**config.mk**
```make
export PLATFORM = sky130hd
export DESIGN_NAME = rob_flat
export DESIGN_NICKNAME = d
export VERILOG_FILES = /design/src/rtl/rob_if.sv /design/src/rtl/rob.sv /design/src/flat_wrapper.sv
export SDC_FILE = /design/constraint.sdc
export NUM_CORES = 1
export LEC_CHECK = 0
export BUFFER_PORTS_ARGS = -buffer_cell sky130_fd_sc_hd__buf_2
export CAP_MARGIN = 0
export CORE_MARGIN = 4
export CORE_UTILIZATION = 40
export CTS_CLUSTER_SIZE = 14
export DETAILED_ROUTE_END_ITERATION = 7
export SLEW_MARGIN = 5
export SYNTH_ARGS = -nofsm -noshare
export SYNTH_HDL_FRONTEND = slang
export SYNTH_SLANG_ARGS = --single-unit
export TNS_END_PERCENT = 100
```
**constraint.sdc**
```tcl
create_clock -name clk -period 13.15 [get_ports clk]
set_clock_uncertainty 0.05 [all_clocks]
set_input_delay 2.63 -clock clk [delete_from_list [all_inputs] [get_ports clk]]
set_output_delay 2.63 -clock clk [all_outputs]
set_load 0.05 [all_outputs]
```
**src/rtl/rob_if.sv**
```systemverilog
// Dispatch, writeback and commit signals shared between the reorder buffer and its neighbours.
// The master side is the pipeline around the ROB; the slave side is the ROB itself.
interface rob_if #(
  parameter int ROB_DEPTH = 8,
  parameter int TAG_W     = 4,
  parameter int DATA_W    = 32,
  parameter int REG_W     = 5
);
  localparam int CNT_W = $clog2(ROB_DEPTH) + 1;

  logic              flush;
  logic              alloc_valid;
  logic [REG_W-1:0]  alloc_dest;
  logic              alloc_ready;
  logic [TAG_W-1:0]  alloc_tag;
  logic [TAG_W-1:0]  alu_target;
  logic [DATA_W-1:0] alu_result;
  logic [TAG_W-1:0]  fwd_target;
  logic [DATA_W-1:0] fwd_result;
  logic              commit_valid;
  logic              commit_ready;
  logic [TAG_W-1:0]  commit_tag;
  logic [REG_W-1:0]  commit_dest;
  logic [DATA_W-1:0] commit_data;
  logic [CNT_W-1:0]  count;

  modport master (
    output flush, alloc_valid, alloc_dest, alu_target, alu_result,
           fwd_target, fwd_result, commit_ready,
    input  alloc_ready, alloc_tag, commit_valid, commit_tag, commit_dest,
           commit_data, count
  );

  modport slave (
    input  flush, alloc_valid, alloc_dest, alu_target, alu_result,
           fwd_target, fwd_result, commit_ready,
    output alloc_ready, alloc_tag, commit_valid, commit_tag, commit_dest,
           commit_data, count
  );
endinterface

```
**src/rtl/rob.sv**
```systemverilog
// Circular reorder buffer: allocates tags in order, accepts out-of-order results from two
// writeback buses and retires completed entries strictly in allocation order.
module rob #(
  parameter int ROB_DEPTH = 8,
  parameter int TAG_W     = 4,
  parameter int DATA_W    = 32,
  parameter int REG_W     = 5
) (
  input  logic clk,
  input  logic rst,
  rob_if.slave bus
);
  localparam int PTR_W = $clog2(ROB_DEPTH);
  localparam int CNT_W = PTR_W + 1;
  localparam logic [TAG_W-1:0] TAG_INVALID = '1;
  localparam logic [TAG_W:0]   DEPTH_T     = (TAG_W + 1)'(ROB_DEPTH);
  localparam logic [CNT_W-1:0] DEPTH_C     = CNT_W'(ROB_DEPTH);

  logic [ROB_DEPTH-1:0] busy;
  logic [ROB_DEPTH-1:0] done;
  logic [REG_W-1:0]     dest_q [ROB_DEPTH];
  logic [DATA_W-1:0]    data_q [ROB_DEPTH];
  logic [PTR_W-1:0]     head;
  logic [PTR_W-1:0]     tail;
  logic [CNT_W-1:0]     count_q;

  logic             alloc_ready;
  logic             alloc_fire;
  logic             commit_valid;
  logic             commit_fire;
  logic [PTR_W-1:0] alu_idx;
  logic [PTR_W-1:0] fwd_idx;
  logic             alu_ok;
  logic             fwd_ok;

  assign alloc_ready  = count_q < DEPTH_C;
  assign alloc_fire   = bus.alloc_valid && alloc_ready;
  assign commit_valid = busy[head] && done[head];
  assign commit_fire  = commit_valid && bus.commit_ready;
  assign alu_idx      = bus.alu_target[PTR_W-1:0];
  assign fwd_idx      = bus.fwd_target[PTR_W-1:0];

  // A writeback only lands on a live entry that is not being re-allocated this cycle;
  // when both buses hit the same entry the ALU bus takes it.
  always_comb begin
    alu_ok = 1'b0;
    fwd_ok = 1'b0;
    if (bus.alu_target != TAG_INVALID && {1'b0, bus.alu_target} < DEPTH_T)
      alu_ok = busy[alu_idx] && !(alloc_fire && alu_idx == tail);
    if (bus.fwd_target != TAG_INVALID && {1'b0, bus.fwd_target} < DEPTH_T)
      fwd_ok = busy[fwd_idx] && !(alloc_fire && fwd_idx == tail) &&
               !(alu_ok && alu_idx == fwd_idx);
  end

  always_ff @(posedge clk) begin
    if (!rst || bus.flush) begin
      busy    <= '0;
      done    <= '0;
      head    <= '0;
      tail    <= '0;
      count_q <= '0;
    end else begin
      if (alloc_fire) begin
        busy[tail] <= 1'b1;
        done[tail] <= 1'b0;
        tail       <= tail + 1'b1;
      end
      if (fwd_ok)
        done[fwd_idx] <= 1'b1;
      if (alu_ok)
        done[alu_idx] <= 1'b1;
      if (commit_fire) begin
        busy[head] <= 1'b0;
        done[head] <= 1'b0;
        head       <= head + 1'b1;
      end
      case ({alloc_fire, commit_fire})
        2'b10:   count_q <= count_q + 1'b1;
        2'b01:   count_q <= count_q - 1'b1;
        default: count_q <= count_q;
      endcase
    end
  end

  // Payload arrays carry no reset; the busy/done bits alone decide what is live.
  always_ff @(posedge clk) begin
    if (alloc_fire)
      dest_q[tail] <= bus.alloc_dest;
    if (fwd_ok)
      data_q[fwd_idx] <= bus.fwd_result;
    if (alu_ok)
      data_q[alu_idx] <= bus.alu_result;
  end

  assign bus.alloc_ready  = alloc_ready;
  assign bus.alloc_tag    = TAG_W'(tail);
  assign bus.commit_valid = commit_valid;
  assign bus.commit_tag   = TAG_W'(head);
  assign bus.commit_dest  = dest_q[head];
  assign bus.commit_data  = data_q[head];
  assign bus.count        = count_q;
endmodule

```
**src/flat_wrapper.sv**
```systemverilog
// flat-port wrapper written by rule: the top's interface ports become plain ports
module rob_flat 
#(
  parameter int ROB_DEPTH = 8,
  parameter int TAG_W     = 4,
  parameter int DATA_W    = 32,
  parameter int REG_W     = 5
)
  (clk, rst, bus_flush, bus_alloc_valid, bus_alloc_dest, bus_alu_target, bus_alu_result, bus_fwd_target, bus_fwd_result, bus_commit_ready, bus_alloc_ready, bus_alloc_tag, bus_commit_valid, bus_commit_tag, bus_commit_dest, bus_commit_data, bus_count);
  rob_if #(.ROB_DEPTH(ROB_DEPTH), .TAG_W(TAG_W), .DATA_W(DATA_W), .REG_W(REG_W)) bus_i ();
  input  logic clk;
  input  logic rst;
  input wire logic [$bits(bus_i.flush)-1:0] bus_flush;
  input wire logic [$bits(bus_i.alloc_valid)-1:0] bus_alloc_valid;
  input wire logic [$bits(bus_i.alloc_dest)-1:0] bus_alloc_dest;
  input wire logic [$bits(bus_i.alu_target)-1:0] bus_alu_target;
  input wire logic [$bits(bus_i.alu_result)-1:0] bus_alu_result;
  input wire logic [$bits(bus_i.fwd_target)-1:0] bus_fwd_target;
  input wire logic [$bits(bus_i.fwd_result)-1:0] bus_fwd_result;
  input wire logic [$bits(bus_i.commit_ready)-1:0] bus_commit_ready;
  output wire logic [$bits(bus_i.alloc_ready)-1:0] bus_alloc_ready;
  output wire logic [$bits(bus_i.alloc_tag)-1:0] bus_alloc_tag;
  output wire logic [$bits(bus_i.commit_valid)-1:0] bus_commit_valid;
  output wire logic [$bits(bus_i.commit_tag)-1:0] bus_commit_tag;
  output wire logic [$bits(bus_i.commit_dest)-1:0] bus_commit_dest;
  output wire logic [$bits(bus_i.commit_data)-1:0] bus_commit_data;
  output wire logic [$bits(bus_i.count)-1:0] bus_count;
  assign bus_i.flush = bus_flush;
  assign bus_i.alloc_valid = bus_alloc_valid;
  assign bus_i.alloc_dest = bus_alloc_dest;
  assign bus_i.alu_target = bus_alu_target;
  assign bus_i.alu_result = bus_alu_result;
  assign bus_i.fwd_target = bus_fwd_target;
  assign bus_i.fwd_result = bus_fwd_result;
  assign bus_i.commit_ready = bus_commit_ready;
  assign bus_alloc_ready = bus_i.alloc_ready;
  assign bus_alloc_tag = bus_i.alloc_tag;
  assign bus_commit_valid = bus_i.commit_valid;
  assign bus_commit_tag = bus_i.commit_tag;
  assign bus_commit_dest = bus_i.commit_dest;
  assign bus_commit_data = bus_i.commit_data;
  assign bus_count = bus_i.count;
  rob #(.ROB_DEPTH(ROB_DEPTH), .TAG_W(TAG_W), .DATA_W(DATA_W), .REG_W(REG_W)) u_core (.clk(clk), .rst(rst), .bus(bus_i));
endmodule
```
==> flow_metrics.py <==
metrics = {
    "setup_path": {
        "cp-end-kind": "output port",
        "cp_top_family": "buffers and inverters",
        "reg2reg_slack_ps": 9250,
        "endpoint": "bus_commit_data[30]",
        "path_cells": "buf_4 > mux4_2 > mux2_2 > buf_2",
        "cp.depth": 4,
        "start_kind": "flop",
        "r2r_cells": 6,
        "reg2reg_to": "u_core.data_q[4][24]",
        "crit_buf_inv": 2,
        "worstPathRequired_ps": 10470,
        "arrival_ps": 3390,
        "crit_path_max_incr_delay_ps": 850,
        "crit_slowest_cell": "buf_4",
        "worstSetupPathType": "reg2out",
        "cp_max_fo": 43,
        "r2r-start": "u_core.bus.count[3]",
    },
    "grt": {
        "grt_max_degree": 58,
        "overflow": 0,
        "grt_pass1_vias": 9448,
        "grt_usage_pct": 17.2,
        "grt_first_pass_wirelength_um": 58300,
        "antenna_found_initial": 2,
    },
    "sta": {
        "post-route-min-period_ps": 6070,
        "slew_headroom_pct": 24.4,
        "rsz0062_at_grt": "no",
        "setup_violations": 0,
        "report.final.hold_viol_count": 0,
        "timing.final.crit_share_pct": 46.2,
        "setup_tns_ps": 0,
        "fmax_mhz": 165,
        "tightest_slew_ps": 1130,
        "setup_ws_ps": 7080,
        "final_max_slew_viol_count": 0,
    },
    "place": {
        "dp_cells": 1549,
        "gp_congestion": 0.779,
        "hpwlAfterDp_um": 22600,
        "place_ws_ps": 6800,
        "numPortBuffers": 130,
    },
    "logic_synthesis": {
        "synth_area_leaders": "edfxtp_1 55%, mux2_2 17%, mux4_2 11%, mux2_4 5.2%, dfxtp_1 3.6%",
        "synth_edf_count": 296,
        "yosysTopAreaCell": "edfxtp_1",
        "postSynthAreaPerCell_um2": 17.2,
        "synth_ff_type": "edfxtp_1",
        "synth_seq_area_share_pct": 58.5,
        "yosysUniqueCellTypes": 48,
        "syn-cell-area_mm2": 0.0162,
        "synth_top_area_share_pct": 55.0,
        "ys_warn_count": 0,
        "synth-seq-cells": 325,
        "ys_async_sr_fraction_pct": 0,
        "postSynthCellCount": 943,
    },
    "detailed_routing": {
        "wl_per_cell_um": 23.7,
        "drt-pass1-iter-count": 5,
        "via_per_inst": 5.44,
        "drc": 0,
        "ant_nets": 0,
        "first_iter_violations": 594,
        "routed_wl_um": 38200,
        "via_count": 8801,
    },
    "floorplan": {
        "num_rows": 73,
        "floorplan.initialDensity_pct": 40.6,
        "core-area_mm2": 0.0398,
        "die_y_um": 209,
        "die_w_um": 209,
        "dieArea_mm2": 0.0437,
        "pin_count": 133,
    },
    "cts": {
        "max-clock-path-buffers": 3,
        "clkLatencyLatePin_ps": 520,
        "ctsHtreeMaxLevel": 2,
        "root_buffer": "clkbuf_16",
        "cts_tree": "yes",
        "post_cts_resized": 0,
        "cts_sinks": 325,
        "cts_setup_buffers": 0,
        "cts_made_buffers": 38,
        "holdBufCountCts": 0,
        "path_clk_slew_ps": 50,
    },
    "cells_and_area": {
        "n_fill_cell": 3538,
        "area_growth_pct": 14.3,
        "nNetsFinal": 1152,
        "instances_no_fill": 1617,
        "drive_gt1_share_pct": 53.4,
    },
    "flow_run": {
        "cap_violations": 0,
    },
    "hold_path": {
        "min-delay-path-class": "reg2reg",
        "hold_path_depth": 2,
    },
    "power": {
        "fin_total_pwr_mw": 2.30,
        "p_per_area_mw_per_mm2": 125,
        "vdd_drop_max_v": 0.0000755,
        "p_leak_nw": 6.36,
    },
    "status": {
        "outcome": "finished clean",
    },
}
==> cell type report <==
| type | instances | area, µm² | share of cell area (%) |
|---|---|---|---|
| Sequential cell | 325 | 9480 | 51.3 |
| Multi-Input combinational cell | 548 | 6390 | 34.6 |
| Clock buffer | 53 | 1040 | 5.62 |
| Timing Repair Buffer | 143 | 748 | 4.05 |
| Tap cell | 525 | 657 | 3.55 |
| Clock inverter | 14 | 140 | 0.758 |
| Inverter | 8 | 30.0 | 0.162 |
| Antenna cell | 1 | 2.50 | 0.0135 |
==> through the flow <==
step	utilization, %	hold WS (ps)	cell area, µm²
6_report	46.4	448	18500
4_1_cts	46.4	445	18500
3_3_place_gp	43.4	436	17300
2_1_floorplan	-	411	16200
5_1_grt	46.4	456	18500
3_5_place_dp	43.4	438	17300
==> flip-flops by register name, indices dropped and copies added (netlist names), named ones only <==
register	flops
u_core.bus.count	4
u_core.busy	8
u_core.data_q	256
u_core.dest_q	40
u_core.done	8
u_core.head	3
u_core.tail	3
==> worst register-to-register path, cell delays in order (launching register included) <==
cell and delay, ps:
dfxtp_1 340, nor2b_2 230, clkinv_1 290, nor4_2 490
or3_4 280, or3_2 810, nand2_2 880
==> synth_stat cells (all sizes together), types with 5 or more instances <==
master  number
mux2       295
clkbuf      22
and2         5
o21ai       13
o211ai       6
dfxtp       29
a31oi        7
a21oi        7
xnor2        5
xor2         9
nand2       24
inv          7
nor2        30
nand2b      13
mux2i        5
buf         41
edfxtp     296
mux4        76
or3          6
ha           5
==> routing by layer <==
metal  GRT usage [%]  routed length, µm  up-vias
li1                -                  -     4014
met1            23.6              16900     4547
met2            29.3              19100      188
met3            2.84               1680       50
met4            3.74                635        2
met5               0                  7        -
==> cells in the final DEF (no fill, tap or decap), drive strengths merged, types with 9 or more instances in the layout <==
cell type / n
buf: 143
clkbuf: 53
clkinv: 10
dfxtp: 29
edfxtp: 296
inv: 10
mux2: 295
mux4: 76
nand2: 24
nand2b: 13
nor2: 30
o21ai: 13
xor2: 9
==> kinds of logic after synthesis <==
kind of cell / count (synthesis) / synth area share [%]
and+or+nand+nor: 105 / 3.39
buffers and inverters: 71 / 2.31
other: 1 / 0.0232
adders and majority gates: 6 / 0.511
muxes: 376 / 32.7
AOI/OAI and AO/OA: 45 / 1.74
xor gates and xnor gates: 14 / 0.758
DFF: 325 / 58.5
==> worst min path at each step <==
stage	from	endpoint	slack, ps
after floorplan	u_core.done[2]	u_core.done[2]	410
after global placement	u_core.done[3]	u_core.done[3]	440
after detailed placement	u_core.done[2]	u_core.done[2]	440
after CTS	u_core.done[2]	u_core.done[2]	440
after global routing	u_core.done[2]	u_core.done[2]	460
final	u_core.done[2]	u_core.done[2]	450
==> power breakdown <==
group / total [mW] / leakage (nW) / internal, mW / switching, mW
logic: 0.145 / 2.88 / 0.0651 / 0.0797
clock network: 1.01 / 0.571 / 0.594 / 0.415
registers: 1.15 / 2.91 / 1.14 / 0.00404
total: 2.30 / 6.36 / 1.80 / 0.499
No activity file was read; power rests on OpenSTA's default activity.
